**config.mk**
```make
export PLATFORM = sky130hd
export DESIGN_NAME = lcd_line_arbiter_flat
export DESIGN_NICKNAME = d
export VERILOG_FILES = /design/src/rtl/lcd_line_arbiter_if.sv /design/src/rtl/lcd_line_arbiter.sv /design/src/flat_wrapper.sv
export SDC_FILE = /design/constraint.sdc
export NUM_CORES = 1
export LEC_CHECK = 0
export ABC_AREA = 0
export ABC_CLOCK_PERIOD_IN_PS = 2810
export CORE_UTILIZATION = 40
export CTS_BUF_LIST = sky130_fd_sc_hd__clkbuf_8 sky130_fd_sc_hd__clkbuf_16
export CTS_CLUSTER_DIAMETER = 40
export DETAILED_ROUTE_END_ITERATION = 8
export MAX_ROUTING_LAYER = met4
export PLACE_DENSITY_LB_ADDON = 0.05
export SYNTH_ARGS = -nofsm -noshare
export SYNTH_HDL_FRONTEND = slang
export SYNTH_SLANG_ARGS = --single-unit
```
**constraint.sdc**
```tcl
create_clock -name clk -period 2.81 [get_ports clk]
set_input_delay 0.7025 -clock clk [delete_from_list [all_inputs] [get_ports clk]]
set_output_delay 0.7025 -clock clk [all_outputs]
set_load 0.03 [all_outputs]
```
**src/rtl/lcd_line_arbiter_if.sv**
```systemverilog
// Handshake bundle between line producers, the line arbiter and the LCD byte driver.
// The slave modport is the arbiter's view; master is the producer/driver side.
interface lcd_line_arbiter_if #(
  parameter int unsigned NUM_REQ = 3
);
  logic [NUM_REQ-1:0]   req;
  logic [NUM_REQ-1:0]   req_line;
  logic [NUM_REQ*8-1:0] req_char;
  logic [NUM_REQ-1:0]   grant;
  logic [3:0]           char_idx;
  logic [NUM_REQ-1:0]   done;
  logic                 busy;
  logic                 wr_valid;
  logic                 wr_rs;
  logic [7:0]           wr_data;
  logic                 wr_ready;

  modport master (
    output req, req_line, req_char, wr_ready,
    input  grant, char_idx, done, busy, wr_valid, wr_rs, wr_data
  );

  modport slave (
    input  req, req_line, req_char, wr_ready,
    output grant, char_idx, done, busy, wr_valid, wr_rs, wr_data
  );
endinterface

```
**src/rtl/lcd_line_arbiter.sv**
```systemverilog
// Round-robin arbiter that streams one set-DDRAM-address command plus LINE_LEN
// characters per grant into the HD44780 byte driver over valid/ready.
module lcd_line_arbiter #(
  parameter int unsigned NUM_REQ  = 3,
  parameter int unsigned LINE_LEN = 16
) (
  input  logic                 clk,
  input  logic                 reset_n,
  lcd_line_arbiter_if.slave    line_if
);

  localparam int unsigned IDX_W = (NUM_REQ > 1) ? $clog2(NUM_REQ) : 1;

  typedef enum logic [2:0] {
    ST_IDLE,
    ST_CMD,
    ST_LOAD,
    ST_DATA,
    ST_DONE
  } state_e;

  state_e               state_q, state_d;
  logic [NUM_REQ-1:0]   grant_q, grant_d;
  logic [IDX_W-1:0]     gidx_q, gidx_d;
  logic [IDX_W-1:0]     rr_ptr_q, rr_ptr_d;
  logic [3:0]           char_idx_q, char_idx_d;
  logic [NUM_REQ-1:0]   done_q, done_d;
  logic                 busy_q, busy_d;
  logic                 wr_valid_q, wr_valid_d;
  logic                 wr_rs_q, wr_rs_d;
  logic [7:0]           wr_data_q, wr_data_d;

  logic                 win_found;
  logic [IDX_W-1:0]     win_idx;
  logic                 xfer;
  logic                 last_char;

  assign xfer      = wr_valid_q & line_if.wr_ready;
  assign last_char = (char_idx_q == 4'(LINE_LEN - 1));

  // First pending request searching upward from rr_ptr+1 with wrap.
  always_comb begin : arb_comb
    logic [IDX_W-1:0] cand;
    cand      = '0;
    win_found = 1'b0;
    win_idx   = '0;
    for (int unsigned k = 1; k <= NUM_REQ; k++) begin
      cand = IDX_W'((32'(rr_ptr_q) + k) % NUM_REQ);
      if (!win_found && line_if.req[cand]) begin
        win_found = 1'b1;
        win_idx   = cand;
      end
    end
  end

  always_ff @(posedge clk or negedge reset_n) begin : state_reg
    if (!reset_n) begin
      state_q    <= ST_IDLE;
      grant_q    <= '0;
      gidx_q     <= '0;
      rr_ptr_q   <= IDX_W'(NUM_REQ - 1);
      char_idx_q <= '0;
      done_q     <= '0;
      busy_q     <= 1'b0;
      wr_valid_q <= 1'b0;
      wr_rs_q    <= 1'b0;
      wr_data_q  <= 8'h00;
    end else begin
      state_q    <= state_d;
      grant_q    <= grant_d;
      gidx_q     <= gidx_d;
      rr_ptr_q   <= rr_ptr_d;
      char_idx_q <= char_idx_d;
      done_q     <= done_d;
      busy_q     <= busy_d;
      wr_valid_q <= wr_valid_d;
      wr_rs_q    <= wr_rs_d;
      wr_data_q  <= wr_data_d;
    end
  end

  always_comb begin : next_state_comb
    state_d = state_q;
    case (state_q)
      ST_IDLE: if (win_found) state_d = ST_CMD;
      ST_CMD:  if (xfer) state_d = ST_LOAD;
      ST_LOAD: state_d = ST_DATA;
      ST_DATA: if (xfer) state_d = last_char ? ST_DONE : ST_LOAD;
      ST_DONE: state_d = ST_IDLE;
      default: state_d = ST_IDLE;
    endcase
  end

  // Pending bytes hold until accepted; only transitions touch the byte registers.
  always_comb begin : output_comb
    grant_d    = grant_q;
    gidx_d     = gidx_q;
    rr_ptr_d   = rr_ptr_q;
    char_idx_d = char_idx_q;
    done_d     = '0;
    wr_valid_d = wr_valid_q;
    wr_rs_d    = wr_rs_q;
    wr_data_d  = wr_data_q;
    busy_d     = (state_d != ST_IDLE);
    case (state_q)
      ST_IDLE: begin
        if (win_found) begin
          grant_d    = NUM_REQ'(1) << win_idx;
          gidx_d     = win_idx;
          wr_valid_d = 1'b1;
          wr_rs_d    = 1'b0;
          wr_data_d  = line_if.req_line[win_idx] ? 8'hC0 : 8'h80;
        end
      end
      ST_CMD: begin
        if (xfer) begin
          char_idx_d = '0;
          wr_valid_d = 1'b0;
        end
      end
      ST_LOAD: begin
        wr_data_d  = line_if.req_char[{gidx_q, 3'b000} +: 8];
        wr_rs_d    = 1'b1;
        wr_valid_d = 1'b1;
      end
      ST_DATA: begin
        if (xfer) begin
          wr_valid_d = 1'b0;
          if (last_char) begin
            done_d = grant_q;
          end else begin
            char_idx_d = char_idx_q + 4'd1;
          end
        end
      end
      ST_DONE: begin
        grant_d    = '0;
        char_idx_d = '0;
        rr_ptr_d   = gidx_q;
      end
      default: ;
    endcase
  end

  assign line_if.grant    = grant_q;
  assign line_if.char_idx = char_idx_q;
  assign line_if.done     = done_q;
  assign line_if.busy     = busy_q;
  assign line_if.wr_valid = wr_valid_q;
  assign line_if.wr_rs    = wr_rs_q;
  assign line_if.wr_data  = wr_data_q;

endmodule

```
**src/flat_wrapper.sv**
```systemverilog
// flat-port wrapper written by rule: the top's interface ports become plain ports
module lcd_line_arbiter_flat 
#(
  parameter int unsigned NUM_REQ  = 3,
  parameter int unsigned LINE_LEN = 16
)
  (clk, reset_n, line_if_req, line_if_req_line, line_if_req_char, line_if_wr_ready, line_if_grant, line_if_char_idx, line_if_done, line_if_busy, line_if_wr_valid, line_if_wr_rs, line_if_wr_data);
  lcd_line_arbiter_if #(.NUM_REQ(NUM_REQ)) line_if_i ();
  input  logic clk;
  input  logic reset_n;
  input wire logic [$bits(line_if_i.req)-1:0] line_if_req;
  input wire logic [$bits(line_if_i.req_line)-1:0] line_if_req_line;
  input wire logic [$bits(line_if_i.req_char)-1:0] line_if_req_char;
  input wire logic [$bits(line_if_i.wr_ready)-1:0] line_if_wr_ready;
  output wire logic [$bits(line_if_i.grant)-1:0] line_if_grant;
  output wire logic [$bits(line_if_i.char_idx)-1:0] line_if_char_idx;
  output wire logic [$bits(line_if_i.done)-1:0] line_if_done;
  output wire logic [$bits(line_if_i.busy)-1:0] line_if_busy;
  output wire logic [$bits(line_if_i.wr_valid)-1:0] line_if_wr_valid;
  output wire logic [$bits(line_if_i.wr_rs)-1:0] line_if_wr_rs;
  output wire logic [$bits(line_if_i.wr_data)-1:0] line_if_wr_data;
  assign line_if_i.req = line_if_req;
  assign line_if_i.req_line = line_if_req_line;
  assign line_if_i.req_char = line_if_req_char;
  assign line_if_i.wr_ready = line_if_wr_ready;
  assign line_if_grant = line_if_i.grant;
  assign line_if_char_idx = line_if_i.char_idx;
  assign line_if_done = line_if_i.done;
  assign line_if_busy = line_if_i.busy;
  assign line_if_wr_valid = line_if_i.wr_valid;
  assign line_if_wr_rs = line_if_i.wr_rs;
  assign line_if_wr_data = line_if_i.wr_data;
  lcd_line_arbiter #(.NUM_REQ(NUM_REQ), .LINE_LEN(LINE_LEN)) u_core (.clk(clk), .reset_n(reset_n), .line_if(line_if_i));
endmodule
```
Word level (Yosys, flattened, before mapping)

Cells that the tools add are included.

Register bits: 28
Input bits: 33
Output and inout bits: 21
Logic and storage cells: 86

Add/subtract/negate cells: 4
Divide/modulo/power cells: 3
Magnitude comparators: 4
Equal/unequal tests: 10
Shift-type cells: 2
Mux-type cells: 36
Bitwise gates (word level): 1
Reduce and logical (&&, ||, !) cells: 16

Operators with widths:

| operator                | count |
|---|---|
| $mod A32 B2 Y32 const B | 3 |
| $mux W3                 | 8 |
| $shiftx A24 B6 Y8       | 1 |
| $pmux W8 S2             | 1 |
| $lt A2 B3 Y1 const B    | 4 |
| $mux W4                 | 3 |
| $pmux W3 S4             | 1 |
| $pmux W4 S3             | 1 |
| $mux W1                 | 10 |
| $reduce_bool A3 Y1      | 3 |
| $bmux W1 S2             | 4 |
| $mux W8                 | 1 |
| $ne A2 B1 Y1 const B    | 4 |
| $mux W7                 | 1 |
| $add A2 B2 Y3 const B   | 2 |
| $eq A3 B2 Y1 const B    | 2 |
| $mux W2                 | 3 |
| $pmux W3 S2             | 1 |
| $reduce_and A2 Y1       | 3 |
| $add A4 B1 Y4 const B   | 1 |
| $eq A4 B4 Y1 const B    | 1 |
| $reduce_and A4 Y1       | 1 |
| $reduce_bool A2 Y1      | 2 |
| $add A2 B1 Y3 const B   | 1 |
| other kinds (12)        | 14 |

Logic depth before layout (Yosys ltp)

Gate-level depths: netlist of run 1.

Depth in word-level cells: 16
Gate-level depth with buffers: 9
Gate-level depth less buffers: 8

Worst setup path after synthesis of run 1

OpenSTA, ideal clock, no wires.

Kind: flip-flop to flip-flop
Start point: register u_core.rr_ptr_q[1]
End point: register u_core.gidx_q[0]
Library setup time: 0.125 ns
Arrival: 1.832 ns
Data required time: 2.685 ns
Setup slack: 0.853 ns
Cell stages (with the launch flop): 9
Path buffers: 1
Cells stage by stage: dfstp_2 inv_1 ha_1 buf_6 mux2_4 nand2_2 nand4_4 nand3_2 mux2_2

Word-level cells in the longest chain between the ends: 12
Elaborated cells between the ends (all ways): 23

RTL lines:

| element                            | line                   | text |
|---|---|---|
| from (decl)                        | lcd_line_arbiter.sv:25 | `logic [IDX_W-1:0] rr_ptr_q, rr_ptr_d;` |
| from (signal assigned)             | lcd_line_arbiter.sv:61 | `rr_ptr_q <= IDX_W'(NUM_REQ - 1);` |
| from (signal assigned)             | lcd_line_arbiter.sv:72 | `rr_ptr_q <= rr_ptr_d;` |
| $add A2 B1 Y3                      | lcd_line_arbiter.sv:48 | `cand = IDX_W'((32'(rr_ptr_q) + k) % NUM_REQ);` |
| $mod A32 B2 Y32                    | lcd_line_arbiter.sv:48 |  |
| $bmux W1 S2                        | lcd_line_arbiter.sv:49 | `if (!win_found && line_if.req[cand]) begin` |
| $mux W1 (implied by the code)      | lcd_line_arbiter.sv:49 |  |
| $mux W1                            | lcd_line_arbiter.sv:49 |  |
| $logic_not A1 Y1                   | lcd_line_arbiter.sv:49 |  |
| $logic_and A1 B1 Y1                | lcd_line_arbiter.sv:49 |  |
| $mux W1                            | lcd_line_arbiter.sv:49 |  |
| $logic_not A1 Y1                   | lcd_line_arbiter.sv:49 |  |
| $logic_and A1 B1 Y1                | lcd_line_arbiter.sv:49 |  |
| $mux W1                            | lcd_line_arbiter.sv:49 |  |
| $reduce_and A2 Y1 (no source line) | -                      |  |
| to (signal assigned)               | lcd_line_arbiter.sv:71 | `gidx_q <= gidx_d;` |
| to (decl)                          | lcd_line_arbiter.sv:24 | `logic [IDX_W-1:0] gidx_q, gidx_d;` |

Several ways; a longest one is shown, not always the timed one. The select of a mux whose other input is x is not followed.
A chain may end at the register's enable or synchronous reset.

Worst setup path in the final report of run 1

Start point: input port line_if_req[2]
End point: register u_core.wr_valid_q, in the netlist u_core.line_if.wr_valid

Word-level cells in the longest chain between the ends: 11
Elaborated cells between the ends (all ways): 15

RTL lines:

| element                              | line                   | text |
|---|---|---|
| from (decl)                          | flat_wrapper.sv:11     | `input wire logic [$bits(line_if_i.req)-1:0] line_if_req;` |
| $bmux W1 S2                          | lcd_line_arbiter.sv:49 |  |
| $mux W1 (implied by the code)        | lcd_line_arbiter.sv:49 |  |
| $mux W1                              | lcd_line_arbiter.sv:49 |  |
| $logic_not A1 Y1                     | lcd_line_arbiter.sv:49 |  |
| $logic_and A1 B1 Y1                  | lcd_line_arbiter.sv:49 |  |
| $mux W1                              | lcd_line_arbiter.sv:49 |  |
| $logic_not A1 Y1                     | lcd_line_arbiter.sv:49 |  |
| $logic_and A1 B1 Y1                  | lcd_line_arbiter.sv:49 |  |
| $mux W1 *                            | lcd_line_arbiter.sv:49 |  |
| $ne A2 B1 Y1 (no source line) *      | -                      |  |
| $reduce_and A3 Y1 (no source line) * | -                      |  |
| to (signal assigned)                 | lcd_line_arbiter.sv:76 | `wr_valid_q <= wr_valid_d;` |
| to (decl)                            | lcd_line_arbiter.sv:29 | `logic wr_valid_q, wr_valid_d;` |

Every way passes the cells marked *; elsewhere a longest branch is shown, timed or not. The select of a mux whose other input is x is not followed.

==> summary.txt, run 1 <==
Status
  • Status: complete, no violations

Global routing
  • GR Util met1: 0.247
  • GR peak layer: met2
  • Met3 global-route usage: 0.0223
  • First-pass GRT wire length: 6580 microns
  • Vias in the first global route: roughly 1.4k
  • Antenna violations before repair: 0
  • Gr usage total: 0.201
  • GRT overflow: 0
  • Met2 GRT Util: 0.337
  • Largest net degree at the start of global routing: 29

Floorplan
  • Core area: 4030 sq um
  • DIE AREA: 4470 sq um
  • IO Pins: 54
  • Initial core utilization: 0.418
  • Die span in y: 66.9 microns
  • Die Span X: 66.9 microns
  • FP Rows: 23

Critical path
  • Worst reg2reg path depth: 8
  • Startpoint Class: primary input
  • R2r setup slk: 0.68 ns
  • Worst r2r src: u_core.rr_ptr_q[1]$_DFFE_PN1P_
  • Worst r2r dst: u_core.line_if.wr_valid$_DFFE_PN0P_
  • WS Path Type: in -> reg
  • Worst Setup End Kind: register
  • Crit path max fanout: 7
  • CP required: approximately 3.0 ns
  • Crit path DAT: 2.35 ns

Timing
  • Hold_ws: approximately 0.5 ns
  • Slew Limit Headroom: 0.612
  • Setup violations, final: 0
  • FMAX: about 450 MHz
  • Worst-Margin Slew: a little under 0.6 ns
  • Fin. Hold Viols: 0
  • Min cycle time layout: 2.20 ns
  • Final setup skew: 0.00562 ns
  • Final Max Tran Viols: 0
  • RSZ-0062 raised after global routing: no
  • Fin Setup TNS: 0 ns
  • Period Utilization, post-route: 0.782

Min path
  • Worst hold path startpoint: u_core.line_if.wr_data[3]$_DFFE_PN0P_
  • Worst Hold Class: reg -> reg
  • Hold path endpoint: u_core.line_if.wr_data[3]$_DFFE_PN0P_
  • Hold path depth: 1

Finish
  • Commonest non-fill, non-tap cell in the layout: clkdlybuf4s50_1
  • # nets final: 263
  • Commonest non-fill, non-tap cells in the layout: 53 x clkdlybuf4s50_1, 27 x dfrtp_1, 18 x o21ai_0
  • Design area: 2320 sq um
  • Diodes inserted: 0
  • Fraction of layout cells with a size suffix above 1: 0.0938
  • Area Growth Syn to Fin: 37.6%
  • Finished Layout Cells: 274
  • Utilization after layout: 0.575

Power
  • Sequential Power Share: 0.387
  • Switch share: 0.387
  • P_sw: between 0.0006 and 0.0007 W
  • Power density cells: 739 nW/um^2
  • Int Pwr: 0.00105 W
  • Comb power frac: 0.425
  • Power share of the clock group: 0.188
  • Peak VDD IR: 0.406 mV
  • Leakage: 0.954 nW

Place
  • Post-Place Cells: 270
  • I/O Buffers: 53
  • Hpwl dp: roughly 3000 microns
  • Post-DP Area: 2240 sq um
  • Routability cong.: approximately 0.8

Yosys
  • Syn Inst Count: ~170
  • EDFF count, synth: 0
  • Register area share after synthesis: 0.417
  • Post-synth cell types: 47
  • Syn nets: about 210
  • Area leader, netlist: dfrtp_1
  • Post-Syn Area per Cell: ~9.7 sq um
  • FFs w/ async S/R, synth: 1.00
  • Synth Cell Area: 1680 sq um
  • Top_reg_cell synth: dfrtp_1
  • Flops & latches, synth: 28
  • Post-synth top area share: 0.401
  • Ys Warns: 0
  • Synth area leaders: dfrtp_1 40%, mux2i_1 5.4%, o21ai_0 5.4%

Clocking
  • H-tree depth: 1
  • Worst-path clk slew: about 0.1 ns
  • Clock Latency Late Sink: ~0.28 ns
  • Clk root buf: clkbuf_8
  • Number of setup buffers added after CTS: 0
  • Sink Count: 28
  • Post-CTS Resized: 0
  • CTS tree: yes
  • CTS Buf Count: 3
  • Clock tree buffer depth: 2
  • Post-CTS Hold Fix Bufs: 0

Routing
  • Antenna Violating Nets Remaining: 0
  • Via density: 5.46
  • Wirelength per Cell: 14.6 microns
  • Vias: 1497
  • Residual DRC count: 0
  • DRT Pass-1 Iters: 4
  • Final WL: 4010 microns
  • 1st-iter DRT viols: ~70

Job
  • Max-cap viol count: 0
cells by family (layout without fill, tap and decap cells):
group,after synthesis,after routing,synth area share
AOI/OAI and AO/OA,54,54,0.220
and+or+nand+nor,54,54,0.177
DFF,28,28,0.417
buffers and inverters,17,68,0.0535
muxes,13,13,0.0848
adders and majority gates,5,5,0.0372
xor gates and xnor gates,2,2,0.0104
layout make-up:
| class | count | area, sq um |
|---|---|---|
| fill | 379 | 1710 |
| multi-input combinational | 128 | 891 |
| sequential | 28 | 702 |
| timing repair buffer | 54 | 538 |
| tap | 50 | 62.6 |
| inverter | 10 | 51.3 |
| clock buffer | 3 | 41.3 |
| clock inverter | 1 | 30.0 |
how the worst max path moves through the flow:
stage | startpoint | to | slack, ns | cells after the start
finish | line_if_req[2] | u_core.line_if.wr_valid$_DFFE_PN0P_ | 0.61 | 7
CTS | line_if_req[2] | u_core.line_if.wr_valid$_DFFE_PN0P_ | 0.61 | 7
global route | line_if_req[2] | u_core.line_if.wr_valid$_DFFE_PN0P_ | 0.46 | 7
global placement | line_if_req[2] | u_core.line_if.wr_valid$_DFFE_PN0P_ | 0.42 | 7
detailed placement | line_if_req[2] | u_core.line_if.wr_valid$_DFFE_PN0P_ | 0.32 | 7
floorplan | u_core.rr_ptr_q[1]$_DFFE_PN1P_ | u_core.gidx_q[0]$_DFFE_PN0P_ | 0.85 | 8
worst max-delay path, cell delays in order:
cell and delay [ns]:
clkdlybuf4s50_1 0.51, and2b_1 0.25, o21ai_2 0.24, and4_1 0.31, nand2b_1 0.13, a21oi_1 0.16
a21oi_1 0.05
cells in the mapped netlist (2+ instances only):
master	instances
a21oi_1	6
a22o_1	7
a22oi_1	3
a31oi_1	2
and2_1	4
and3_1	2
and4_1	2
buf_1	2
buf_2	4
dfrtp_1	27
ha_1	5
inv_1	9
mux2_2	2
mux2_4	2
mux2i_1	9
nand2_1	15
nand2b_1	3
nand3_1	5
nand4_1	2
nor2_1	11
nor2b_1	2
o211ai_1	4
o21ai_0	18
o21ai_1	3
xor2_1	2
routing by layer:
layer	vias up	wire length, microns
met5	-	0
met4	0	80
met3	8	190
met2	56	1960
met1	704	1780
li1	729	-
metrics by stage:
stage                     setup slack (ns)  power (W)
final                                0.612    0.00171
after global routing                 0.462    0.00181
after CTS                            0.607    0.00173
after detailed placement             0.322    0.00140
after global placement               0.415    0.00139
after floorplan                      0.853    0.00108
power by group through the flow:
| stage | combinational, W | clock, W | sequential, W |
|---|---|---|---|
| floorplan | 0.000309 | 0 | 0.000771 |
| global placement | 0.000719 | 0 | 0.000668 |
| detailed placement | 0.000734 | 0 | 0.000671 |
| CTS | 0.000735 | 0.000327 | 0.000664 |
| global route | 0.000783 | 0.000340 | 0.000683 |
| finish | 0.000727 | 0.000322 | 0.000661 |
flip-flops by register name, indices dropped and copies added (netlist names):
register / flops
u_core.line_if.wr_data: 8
u_core.line_if.char_idx: 4
u_core.line_if.done: 3
u_core.line_if.grant: 3
u_core.state_q: 3
u_core.gidx_q: 2
u_core.rr_ptr_q: 2
u_core.line_if.busy: 1
u_core.line_if.wr_rs: 1
u_core.line_if.wr_valid: 1
Note: power is estimated with default switching activity, not from simulation.
==> inputs of run 2 (changes only) <==
--- a/config.mk
+++ b/config.mk
@@ -6,7 +6,7 @@
 export NUM_CORES = 1
 export LEC_CHECK = 0
 export ABC_AREA = 0
-export ABC_CLOCK_PERIOD_IN_PS = 2810
+export ABC_CLOCK_PERIOD_IN_PS = 1800
 export CORE_UTILIZATION = 40
 export CTS_BUF_LIST = sky130_fd_sc_hd__clkbuf_8 sky130_fd_sc_hd__clkbuf_16
 export CTS_CLUSTER_DIAMETER = 40
==> constraint.sdc (replaced) <==
create_clock -name clk -period 1.8 [get_ports clk]
set_input_delay 0.45 -clock clk [delete_from_list [all_inputs] [get_ports clk]]
set_output_delay 0.45 -clock clk [all_outputs]
set_load 0.03 [all_outputs]
==> run 2 against run 1 <==
  * The flow now finishes with violations (negative setup slack)
  * Die area unchanged
  * Global-route usage up 1.9 points
  * Cell area up 10%
  * Total power up 58%
  * Combinational power up 66%
  * Hold slack worse by 0.051 ns
  * Largest cell class unchanged
==> summary.txt, run 2 (synthesis gave the netlist of run 1 again) <==
Timing
  • Slew Limit Headroom: 0.622
  • Min cycle time layout: 1.96 ns
  • Fin Setup TNS: -1.91 ns
  • PnR worst setup slack: -0.162 ns
  • Final setup skew: 0.00846 ns
  • Hold_ws: approximately 0.46 ns
  • Period Utilization, post-route: 1.09
  • Fin. Hold Viols: 0
  • RSZ-0062 raised after global routing: yes
  • Setup violations, final: 17
  • Final Max Tran Viols: 0
  • Worst-Margin Slew: 0.566 ns
  • FMAX: 510 MHz

Power
  • Int Pwr: 0.00165 W
  • Power density cells: 1060 nW/um^2
  • Leakage: approximately 1.1 nW
  • Peak VDD IR: ~0.6 mV
  • Sequential Power Share: 0.367
  • Power share of the clock group: 0.185
  • P_sw: 0.00104 W
  • Switch share: 0.387
  • Comb power frac: 0.447

Floorplan
  • Die Span X: approximately 67 microns
  • Initial core utilization: 0.418
  • IO Pins: 54
  • DIE AREA: ~4500 sq um
  • FP Rows: 23
  • Die span in y: around 67 microns
  • Core area: 4030 sq um

Finish
  • Fraction of layout cells with a size suffix above 1: 0.216
  • # nets final: 280
  • Max FFs per register: 8
  • Diodes inserted: 0
  • Area Growth Syn to Fin: 51.6%
  • Commonest non-fill, non-tap cells in the layout: 42 x clkdlybuf4s50_1, 27 x dfrtp_1, 15 x o21ai_0
  • Commonest non-fill, non-tap cell in the layout: clkdlybuf4s50_1
  • # fillers: 332

Clocking
  • Sink Count: 28
  • CTS Buf Count: 3
  • CTS tree: yes
  • Clock tree buffer depth: 2
  • Clock Latency Late Sink: roughly 0.28 ns
  • Post-CTS Hold Fix Bufs: 0
  • Clk root buf: clkbuf_8
  • H-tree depth: 1
  • Worst-path clk slew: 0.09 ns

Routing
  • 1st-iter DRT viols: 76
  • Wirelength per Cell: 14.9 microns
  • Residual DRC count: 0
  • DRT Pass-1 Iters: 4
  • Vias: roughly 1.6k
  • Antenna Violating Nets Remaining: 0
  • Final WL: 4320 microns
  • Via density: roughly 5.4

Critical path
  • WS Path Type: reg -> reg
  • Worst r2r src: u_core.rr_ptr_q[1]$_DFFE_PN1P_
  • Crit path max fanout: 5
  • Startpoint Class: register
  • CP required: about 2.0 ns
  • Crit path DAT: 2.13 ns
  • Worst Setup End Kind: register
  • Critical path startpoint: u_core.rr_ptr_q[1]$_DFFE_PN1P_

Place
  • Hpwl dp: 3310 microns
  • Routability cong.: 0.891
  • I/O Buffers: 53

Status
  • Failing checks: negative setup slack
  • Status: finished with violations

Global routing
  • Vias in the first global route: around 1.6k
  • Gr usage total: 0.220
  • Antenna violations before repair: 0
  • First-pass GRT wire length: slightly above 7000 microns
  • Largest net degree at the start of global routing: 23
  • GRT overflow: 0

Min path
  • Worst Hold Class: in -> async

Job
  • Max-cap viol count: 0
## run 2: final timing paths
check | endpoint | slack [ns] | cells past startpoint
worst max-delay path | u_core.line_if.wr_data[4]$_DFFE_PN0P_ | -0.16 | 8
worst min-delay path | u_core.line_if.wr_data[3]$_DFFE_PN0P_ | 0.46 | 1
worst max register to register | u_core.line_if.wr_data[4]$_DFFE_PN0P_ | -0.16 | 8
worst min register to register | u_core.line_if.wr_data[5]$_DFFE_PN0P_ | 0.51 | 1
max in group asynchronous | u_core.line_if.wr_data[2]$_DFFE_PN0P_ | 0.88 | 2
min in group clk | u_core.line_if.wr_data[5]$_DFFE_PN0P_ | 0.51 | 1
## run 2: cell type report
cell class                      instances  area [sq um]  area share
Timing Repair Buffer                   71           687       0.269
Multi-Input combinational cell        128           977       0.383
Inverter                               10          51.3      0.0201
Clock inverter                          1          30.0      0.0118
Tap cell                               50          62.6      0.0245
Sequential cell                        28           702       0.275
Clock buffer                            3          41.3      0.0162
## run 2: worst max-delay path, stage by stage, from the launching register on
cell and delay, ns:
dfstp_2 0.60, inv_2 0.06, ha_4 0.18, mux2i_2 0.15
o22a_2 0.28, nand4_4 0.13, o21ai_4 0.08, buf_6 0.14
a22o_1 0.23
## run 2: layer usage
metal,GRT usage,vias up,share of wire
li1,-,765,-
met1,0.267,742,0.43
met2,0.384,48,0.50
met3,0.0308,6,0.055
met4,0.0532,0,0.011
met5,-,-,0
## run 2: power by group through the flow
stage                     clock network (W)  registers [W]  logic [W]
after floorplan                           0        0.00120   0.000491
after global placement                    0        0.00100    0.00120
after detailed placement                  0        0.00101    0.00121
after CTS                          0.000508       0.000993    0.00120
after global routing               0.000527        0.00103    0.00131
final                              0.000500       0.000991    0.00121
## run 2: per-stage QoR
step | instances | power (W) | setup slack, ns | cell area (sq um) | utilization
2_1_floorplan | 173 | 0.00169 | -0.0681 | 1710 | -
3_3_place_gp | 283 | 0.00220 | -0.332 | 2390 | 0.592
3_5_place_dp | 283 | 0.00222 | -0.431 | 2390 | 0.592
4_1_cts | 289 | 0.00270 | -0.163 | 2500 | 0.620
5_1_grt | 291 | 0.00287 | -0.260 | 2550 | 0.633
6_report | 291 | 0.00270 | -0.162 | 2550 | 0.633
## run 2: repair_timing
action	CTS	global route
pin swaps	8	15
buffers inserted	2	2
setup endpoints to repair	25	20
gates resized for setup	19	12
